$ cat src/rtl/mem_responder_pkg.sv
`default_nettype none
// ============================================================================
//  Module      : memresp_pkg
//  Description : Shared types and default constants for the memory responder.
//                Holds the FSM state enum, the latched operation enum and the
//                default bus width / depth / wait-state / protection constants.
//  Revision    : 1.0 - initial release
// ============================================================================
package memresp_pkg;

    // Default geometry and timing
    localparam int c_addr_width  = 8;
    localparam int c_data_width  = 8;
    localparam int c_depth       = 256;
    localparam int c_wait_cycles = 2;
    localparam int c_prot_limit  = 64;

    // Wait-state counter width; holds WAIT_CYCLES up to 15
    localparam int c_cnt_width   = 4;

    // Responder FSM states
    typedef enum logic [1:0] {
        IDLE = 2'd0,
        WAIT = 2'd1,
        RESP = 2'd2
    } state_t;

    // Operation captured at acceptance
    typedef enum logic {
        READ  = 1'b0,
        WRITE = 1'b1
    } op_t;

endpackage : memresp_pkg
`default_nettype wire

$ cat src/rtl/mem_responder_if.sv
`default_nettype none
// ============================================================================
//  Module      : mem_responder_if
//  Description : Request/response bundle between the processor core (master)
//                and the memory responder (slave).
//                master drives : memread, memwrite, adr, wd
//                slave drives  : rd, ready, busy, err
//  Revision    : 1.0 - initial release
// ============================================================================
interface mem_responder_if
    import memresp_pkg::*;
#(
    parameter int ADDR_WIDTH = c_addr_width,
    parameter int DATA_WIDTH = c_data_width
) ();

    logic                  memread;
    logic                  memwrite;
    logic [ADDR_WIDTH-1:0] adr;
    logic [DATA_WIDTH-1:0] wd;
    logic [DATA_WIDTH-1:0] rd;
    logic                  ready;
    logic                  busy;
    logic                  err;

    modport master (
        output memread,
        output memwrite,
        output adr,
        output wd,
        input  rd,
        input  ready,
        input  busy,
        input  err
    );

    modport slave (
        input  memread,
        input  memwrite,
        input  adr,
        input  wd,
        output rd,
        output ready,
        output busy,
        output err
    );

endinterface : mem_responder_if
`default_nettype wire

$ cat src/rtl/mem_responder_mem_array.sv
`default_nettype none
// ============================================================================
//  Module      : mem_array
//  Description : Single-port byte array, synchronous write, combinational read.
//                Contents are never cleared by reset.
//  Ports       : clk      - clock
//                i_we     - write enable (sampled on rising edge)
//                i_addr   - word index
//                i_wdata  - write data
//                o_rdata  - combinational read data at i_addr
//  Revision    : 1.0 - initial release
// ============================================================================
module mem_array #(
    parameter int DEPTH      = 256,
    parameter int DATA_WIDTH = 8,
    parameter int AW         = (DEPTH > 1) ? $clog2(DEPTH) : 1
) (
    input  wire logic                  clk,
    input  wire logic                  i_we,
    input  wire logic [AW-1:0]         i_addr,
    input  wire logic [DATA_WIDTH-1:0] i_wdata,
    output logic      [DATA_WIDTH-1:0] o_rdata
);

    logic [DATA_WIDTH-1:0] r_mem [DEPTH];

    always_ff @(posedge clk) begin
        if (i_we) begin
            r_mem[i_addr] <= i_wdata;
        end
    end

    assign o_rdata = r_mem[i_addr];

endmodule : mem_array
`default_nettype wire

$ cat src/rtl/mem_responder.sv
`default_nettype none
// ============================================================================
//  Module      : mem_responder
//  Description : Memory-side responder. Accepts a single read or write strobe
//                in IDLE, latches the request, waits WAIT_CYCLES cycles, then
//                performs the byte access and pulses ready for one cycle.
//                Both strobes at once give a standalone one-cycle err pulse;
//                out-of-range accesses complete with ready and err.
//  Ports       : clk   - clock
//                reset - synchronous active-high reset
//                bus   - mem_responder_if.slave
//                        (memread, memwrite, adr, wd in; rd, ready, busy, err out)
//  Config      : MEM_RESPONDER_WRITE_PROTECT_EN - when defined, writes below
//                PROT_LIMIT complete with ready+err and leave the array intact.
//  Revision    : 1.0 - initial release
// ============================================================================
module mem_responder
    import memresp_pkg::*;
#(
    parameter int ADDR_WIDTH  = c_addr_width,
    parameter int DATA_WIDTH  = c_data_width,
    parameter int DEPTH       = c_depth,
    parameter int WAIT_CYCLES = c_wait_cycles,
    parameter int PROT_LIMIT  = c_prot_limit
) (
    input  wire logic       clk,
    input  wire logic       reset,
    mem_responder_if.slave  bus
);

    localparam int                          c_aw         = (DEPTH > 1) ? $clog2(DEPTH) : 1;
    localparam logic [ADDR_WIDTH:0]         c_depth_lim  = (ADDR_WIDTH + 1)'(DEPTH);
    localparam logic [ADDR_WIDTH:0]         c_prot_lim   = (ADDR_WIDTH + 1)'(PROT_LIMIT);
    localparam logic [c_cnt_width-1:0]      c_wait_load  = c_cnt_width'(WAIT_CYCLES);
`ifdef MEM_RESPONDER_WRITE_PROTECT_EN
    localparam logic                        c_prot_en    = 1'b1;
`else
    localparam logic                        c_prot_en    = 1'b0;
`endif

    state_t                  r_state;
    state_t                  w_state_nxt;
    logic [c_cnt_width-1:0]  r_cnt;
    logic [c_cnt_width-1:0]  w_cnt_nxt;
    op_t                     r_op;
    logic [ADDR_WIDTH-1:0]   r_adr;
    logic [DATA_WIDTH-1:0]   r_wd;
    logic [DATA_WIDTH-1:0]   r_rd;
    logic                    r_conflict;
    logic                    w_conflict_nxt;
    logic                    w_accept;

    logic                    w_resp;
    logic                    w_in_range;
    logic                    w_prot;
    logic                    w_we;
    logic [DATA_WIDTH-1:0]   w_arr_rdata;
    logic [DATA_WIDTH-1:0]   w_rd_resp;

    // ------------------------------------------------------------------
    // Next-state / counter logic
    // ------------------------------------------------------------------
    always_comb begin
        w_state_nxt    = r_state;
        w_cnt_nxt      = r_cnt;
        w_conflict_nxt = 1'b0;
        w_accept       = 1'b0;

        case (r_state)
            IDLE: begin
                if (bus.memread ^ bus.memwrite) begin
                    w_accept  = 1'b1;
                    w_cnt_nxt = c_wait_load;
                    // With no wait states the access is performed in the very
                    // next cycle.
                    w_state_nxt = (WAIT_CYCLES == 0) ? RESP : WAIT;
                end else if (bus.memread && bus.memwrite) begin
                    w_conflict_nxt = 1'b1;
                end
            end
            WAIT: begin
                // Counter is loaded with WAIT_CYCLES, so WAIT lasts exactly
                // WAIT_CYCLES cycles; leaving on 1 (or below) keeps it bounded.
                w_cnt_nxt = r_cnt - 1'b1;
                if (r_cnt <= c_cnt_width'(1)) begin
                    w_state_nxt = RESP;
                end
            end
            RESP: begin
                w_state_nxt = IDLE;
            end
            default: begin
                w_state_nxt = IDLE;
            end
        endcase
    end

    // ------------------------------------------------------------------
    // State, request latch and held read data
    // ------------------------------------------------------------------
    always_ff @(posedge clk) begin
        if (reset) begin
            r_state    <= IDLE;
            r_cnt      <= '0;
            r_conflict <= 1'b0;
            r_op       <= READ;
            r_adr      <= '0;
            r_wd       <= '0;
            r_rd       <= '0;
        end else begin
            r_state    <= w_state_nxt;
            r_cnt      <= w_cnt_nxt;
            r_conflict <= w_conflict_nxt;
            if (w_accept) begin
                r_op  <= bus.memwrite ? WRITE : READ;
                r_adr <= bus.adr;
                r_wd  <= bus.wd;
            end
            // Capture the returned byte so rd keeps it after RESP
            if (w_resp && (r_op == READ)) begin
                r_rd <= w_rd_resp;
            end
        end
    end

    // ------------------------------------------------------------------
    // Access decode
    // ------------------------------------------------------------------
    assign w_resp     = (r_state == RESP);
    assign w_in_range = ({1'b0, r_adr} < c_depth_lim);
    assign w_prot     = c_prot_en && (r_op == WRITE) && ({1'b0, r_adr} < c_prot_lim);

    // Write lands at the end of RESP; reset in that cycle discards it.
    assign w_we       = w_resp && (r_op == WRITE) && w_in_range && !w_prot && !reset;
    assign w_rd_resp  = w_in_range ? w_arr_rdata : '0;

    mem_array #(
        .DEPTH      (DEPTH),
        .DATA_WIDTH (DATA_WIDTH),
        .AW         (c_aw)
    ) u_mem_array (
        .clk     (clk),
        .i_we    (w_we),
        .i_addr  (r_adr[c_aw-1:0]),
        .i_wdata (r_wd),
        .o_rdata (w_arr_rdata)
    );

    // ------------------------------------------------------------------
    // Outputs
    // ------------------------------------------------------------------
    assign bus.ready = w_resp;
    assign bus.busy  = (r_state != IDLE);
    assign bus.err   = r_conflict | (w_resp & (~w_in_range | w_prot));
    assign bus.rd    = (w_resp && (r_op == READ)) ? w_rd_resp : r_rd;

endmodule : mem_responder
`default_nettype wire
$ cat src/flat_wrapper.sv
// flat-port wrapper written by rule: the top's interface ports become plain ports
module mem_responder_flat import memresp_pkg::*;
#(
    parameter int ADDR_WIDTH  = c_addr_width,
    parameter int DATA_WIDTH  = c_data_width,
    parameter int DEPTH       = c_depth,
    parameter int WAIT_CYCLES = c_wait_cycles,
    parameter int PROT_LIMIT  = c_prot_limit
)
  (clk, reset, bus_memread, bus_memwrite, bus_adr, bus_wd, bus_rd, bus_ready, bus_busy, bus_err);
  mem_responder_if #(.ADDR_WIDTH(ADDR_WIDTH), .DATA_WIDTH(DATA_WIDTH)) bus_i ();
  input  wire logic clk;
  input  wire logic reset;
  input wire logic [$bits(bus_i.memread)-1:0] bus_memread;
  input wire logic [$bits(bus_i.memwrite)-1:0] bus_memwrite;
  input wire logic [$bits(bus_i.adr)-1:0] bus_adr;
  input wire logic [$bits(bus_i.wd)-1:0] bus_wd;
  output wire logic [$bits(bus_i.rd)-1:0] bus_rd;
  output wire logic [$bits(bus_i.ready)-1:0] bus_ready;
  output wire logic [$bits(bus_i.busy)-1:0] bus_busy;
  output wire logic [$bits(bus_i.err)-1:0] bus_err;
  assign bus_i.memread = bus_memread;
  assign bus_i.memwrite = bus_memwrite;
  assign bus_i.adr = bus_adr;
  assign bus_i.wd = bus_wd;
  assign bus_rd = bus_i.rd;
  assign bus_ready = bus_i.ready;
  assign bus_busy = bus_i.busy;
  assign bus_err = bus_i.err;
  mem_responder #(.ADDR_WIDTH(ADDR_WIDTH), .DATA_WIDTH(DATA_WIDTH), .DEPTH(DEPTH), .WAIT_CYCLES(WAIT_CYCLES), .PROT_LIMIT(PROT_LIMIT)) u_core (.clk(clk), .reset(reset), .bus(bus_i));
endmodule
$ cat config.mk
export PLATFORM = sky130hd
export DESIGN_NAME = mem_responder_flat
export DESIGN_NICKNAME = d
export VERILOG_FILES = /design/src/rtl/mem_responder_pkg.sv /design/src/rtl/mem_responder_if.sv /design/src/rtl/mem_responder_mem_array.sv /design/src/rtl/mem_responder.sv /design/src/flat_wrapper.sv
export SDC_FILE = /design/constraint.sdc
export NUM_CORES = 2
export LEC_CHECK = 0
export CORE_UTILIZATION = 25
export CTS_BUF_LIST = sky130_fd_sc_hd__clkbuf_8
export CTS_CLUSTER_DIAMETER = 200
export DETAILED_ROUTE_END_ITERATION = 12
export SYNTH_ARGS = -nofsm -noshare
export SYNTH_HDL_FRONTEND = slang
export SYNTH_HIERARCHICAL = 1
export SYNTH_SLANG_ARGS = --single-unit
$ cat constraint.sdc
create_clock -name clk -period 4.8 [get_ports clk]
set_input_delay 1.44 -clock clk [delete_from_list [all_inputs] [get_ports clk]]
set_output_delay 1.44 -clock clk [all_outputs]
set_load 0.01 [all_outputs]
==> flow_summary_export.csv <==
group,metric,value,unit
place,hpwl,123000,um
critical_path,r2r_end,"u_core/u_mem_array/r_mem[228][6]$_DFFE_PP_",
logic_synthesis,synthMuxAreaShare,0.148,
critical_path,critPathTopFamily,"buffers and inverters",
routing,drc,0,
global_routing,grt_max_degree,161,
die,dieWidth,566,um
global_routing,grt-ovfl-total,0,
critical_path,cp.depth,13,
logic_synthesis,synth_top_cell_by_area,"edfxtp_1",
critical_path,slowest_stage,"mux4_2",
clocking,tritoncts,"built",
die,num_rows,206,
hold_path,hold_depth,2,
logic_synthesis,synth_fa_ha_area_frac,0.000471,
die,die_h,566,um
place,place_inst,8035,
layout,layout.nets,4356,
logic_synthesis,yosysTopAreaCellShare,0.772,
logic_synthesis,synth_xor_area_frac,0,
logic_synthesis,ys_top_cells_by_area,"edfxtp_1 77%, mux4_2 14%, a22oi_1 2.4%, nor2_1 1.2%, a21oi_1 0.82%",
layout,seqCellArea,62200,sq um
power_and_ir_drop,intPower,0.0291,W
power_and_ir_drop,power,0.0383,W
critical_path,crit_path_start_kind,"flop",
critical_path,worst-path-buf-inv,7,
logic_synthesis,synth-simple-area-share,0.0202,
routing,wire_per_inst,23.6,um
clocking,htree_levels,5,
power_and_ir_drop,switching_power,0.00917,W
critical_path,cp-end-kind,"output port",
global_routing,grt_usage,0.125,
power_and_ir_drop,power.density,395,nW/um^2
logic_synthesis,netlist_area,79600,sq um
power_and_ir_drop,seqPwrFrac,0.533,
routing,via_per_inst,4.67,
logic_synthesis,syn_area_per_cell,21.8,sq um
critical_path,reg2reg_depth,8,
routing,first_pass_iters,5,
logic_synthesis,synthDistinctLibCells,36,
place,gp_congestion,0.803,
run,drv_cap,0,
logic_synthesis,synthCells,3660,
logic_synthesis,seq_area_frac_synth,0.780,
layout,drive_gt1_frac,0.366,
critical_path,cp-endpoint,"bus_rd[2]",
sta,post-route-min-period,5.76,ns
power_and_ir_drop,p_sw_frac,0.240,
routing,initialDrtViolationCount,4315,
critical_path,reg2reg_from,"u_core/r_adr[0]$_SDFFE_PP0P_",
layout,multi_input_area,17600,sq um
routing,wirelength,206000,um
critical_path,r2r_setup_slack,1.15,ns
place,place_ws,-1.08,ns
critical_path,cp_max_fo,5,
sta,finalHoldViolCount,0,
status,violations,"negative setup slack",
die,die_area,321000,sq um
layout,syn2layout_area_growth,21.6,%
power_and_ir_drop,clock_power_share,0.363,
sta,setup-violations-final,8,
power_and_ir_drop,p_comb_frac,0.103,
sta,finalCritPeriodShare,1.20,
clocking,cts_hold_buf,0,
clocking,clockBufferDepth,4,
critical_path,critPathLaunch,"u_core/r_adr[0]$_SDFFE_PP0P_",
logic_synthesis,synth_top_family_by_area,"multiplexers",
clocking,clock_sinks,2080,
power_and_ir_drop,ir_drop,0.358,mV
sta,slew_viol_final,0,
hold_path,hp-class,"reg -> reg",
logic_synthesis,synth_fp_nets,3683,
global_routing,grt_pass1_wl,299000,um
die,core,316000,sq um
layout,final_cell_count_no_fill,8732,
global_routing,antenna_found_initial,5,
sta,tightest_slew,1.09,ns
logic_synthesis,synth_seq_cells,2080,
clocking,cts_buffers,345,
critical_path,arrival,4.32,ns
power_and_ir_drop,leakage,29.8,nW
sta,setup_ws,-0.959,ns
sta,clock_skew,0.0890,ns
die,initial_core_util,0.252,
critical_path,cpMostUsedCell,"buf_12",
clocking,clock-root-buffer,"clkbuf_8",
die,ios,31,
sta,clock.fmax,0.174,GHz
layout,fillCellCount,30300,
critical_path,cp_cell_sequence,"buf_8 > buf_12 > buf_16 > buf_12 > buf_12 > mux4_2 > a22oi_2 > a21oi_4 > o41ai_4 > buf_4 > nand4_1 > mux2_4 > buf_6",
sta,slew-limit-headroom,0.270,
sta,rsz0062_at_grt,"yes",
critical_path,cp_data_required_time,3.36,ns
logic_synthesis,yosys_warnings,6,
routing,num_vias,40800,
status,status,"finished, violations left",
place,port_buffers,30,
critical_path,critPathKind,"reg -> out",
logic_synthesis,synth_compound_area_frac,0.0364,
routing,drtAntennaViolNets,0,
global_routing,grt_pass1_vias,42300,
clocking,path_clk_slew,0.06,ns
critical_path,slowest_delay,0.50,ns
clocking,clkLatencyLatePin,1.04,ns
==> layout by cell type (no fill, tap or decap), types with 21 or more instances in the layout <==
| cell type | synthesis | routed |
|---|---|---|
| a22oi_1 | 256 | 154 |
| a21oi_2 | 0 | 50 |
| buf_12 | 0 | 81 |
| buf_4 | 17 | 403 |
| a22oi_2 | 0 | 102 |
| nand2_1 | 30 | 29 |
| dfxtp_1 | 32 | 22 |
| nor2_1 | 252 | 251 |
| mux4_2 | 512 | 512 |
| nor3_1 | 30 | 30 |
| edfxtp_1 | 2048 | 2048 |
| clkbuf_8 | 0 | 355 |
| clkdlybuf4s50_1 | 0 | 21 |
| buf_6 | 17 | 32 |
| a21oi_1 | 130 | 67 |
| inv_1 | 4 | 114 |
| clkinv_1 | 0 | 80 |
| clkinv_2 | 0 | 23 |
==> worst reg2reg max path, stage by stage, from the launching register on <==
cell,delay (ns)
dfxtp_4,0.36
buf_12,0.15
buf_12,0.15
buf_16,0.15
buf_12,0.16
nor2_1,0.68
nand3_1,0.37
buf_4,0.39
nor2_1,0.85
==> metrics by stage <==
step / util / TNS [ns] / hold slack (ns) / cell area (sq um)
CTS: 0.305 / -7.93 / 0.518 / 96400
floorplan: - / 0 / 0.455 / 79600
finish: 0.306 / -7.10 / 0.525 / 96800
global placement: 0.278 / -6.48 / 0.503 / 88000
global route: 0.306 / -8.02 / 0.547 / 96800
detailed placement: 0.278 / -6.01 / 0.510 / 88000
==> power groups by stage <==
stage / Sequential [W] / Clock [W] / Combinational [W]
6_report: 0.0204 / 0.0139 / 0.00395
5_1_grt: 0.0204 / 0.0150 / 0.00413
4_1_cts: 0.0204 / 0.0142 / 0.00390
3_5_place_dp: 0.0208 / 0 / 0.00343
3_3_place_gp: 0.0208 / 0 / 0.00339
2_1_floorplan: 0.0210 / 0 / 0.00171
==> cells in the mapped netlist <==
master    count
or3_1         3
and2_1        3
nand3_1      14
buf_4        17
dfxtp_1      32
a31oi_1       1
edfxtp_1   2048
clkbuf_1    148
nor3_1       30
inv_1         4
buf_6        17
nor4b_1       2
nand2b_1      7
nand2_1      30
a221oi_1      1
a21oi_1     130
a22oi_1     256
and3b_1       1
o41ai_1      32
buf_1        19
nor3b_4       1
o21ai_0       1
buf_2        37
nor2_1      252
ha_1          3
nand4_1       8
nor2b_1      10
mux2_2        8
mux4_2      512
mux2i_1      17
and2b_1       8
a211oi_1      1
or2_2         3
o21bai_1      1
nor3b_1       2
o31ai_1       1
==> worst min path at each step <==
| stage | slack (ns) | end | from |
|---|---|---|---|
| 3_3_place_gp | 0.50 | u_core/r_cnt[3]$_SDFFE_PP0P_ | u_core/r_cnt[3]$_SDFFE_PP0P_ |
| 4_1_cts | 0.52 | u_core/r_cnt[3]$_SDFFE_PP0P_ | u_core/r_cnt[3]$_SDFFE_PP0P_ |
| 3_5_place_dp | 0.51 | u_core/r_cnt[3]$_SDFFE_PP0P_ | u_core/r_cnt[3]$_SDFFE_PP0P_ |
| 2_1_floorplan | 0.45 | u_core/r_adr[0]$_SDFFE_PP0P_ | u_core/r_adr[0]$_SDFFE_PP0P_ |
| 5_1_grt | 0.55 | u_core/r_cnt[3]$_SDFFE_PP0P_ | u_core/r_cnt[3]$_SDFFE_PP0P_ |
| 6_report | 0.52 | u_core/r_cnt[3]$_SDFFE_PP0P_ | u_core/r_cnt[3]$_SDFFE_PP0P_ |
==> layout make-up <==
cell class,count,share of cell area
antenna,3,0.0000775
clock buffer,355,0.0505
clock inverter,228,0.0111
inverter,4,0.000155
multi-input combinational,1338,0.182
sequential,2080,0.642
tap,4160,0.0537
timing repair buffer,564,0.0606
==> cells by family after synthesis <==
logic type / count (synthesis)
fa+ha+maj: 3
mux: 537
buf+inv: 242
compound gates: 424
flops: 2080
simple gates: 374
==> registers in the layout, indices dropped and copies added (netlist names) <==
signal,flops
u_core/r_rd,8
u_core/r_op,1
u_core/r_state,2
u_core/r_cnt,4
u_core/bus.err,1
u_core/u_mem_array/r_mem,2048
u_core/r_adr,8
u_core/r_wd,8
==> metal layers <==
metal  global-route usage  vias to the layer above  wire, um
li1                     -                    16900         -
met3               0.0290                      357     15500
met1                0.165                    21900     85000
met2                0.206                     1622    100000
met5                    0                        -        39
met4               0.0365                        4      5140
==> timing repair <==
action                                  CTS  global route
setup buffers                            93            17
gates cloned                              9             1
endpoints found under the hold margin     0             0
pin swaps                                77            33
resized for setup                       302            54
endpoints found under the setup margin    8             8
(Power assumes the default switching activity.)
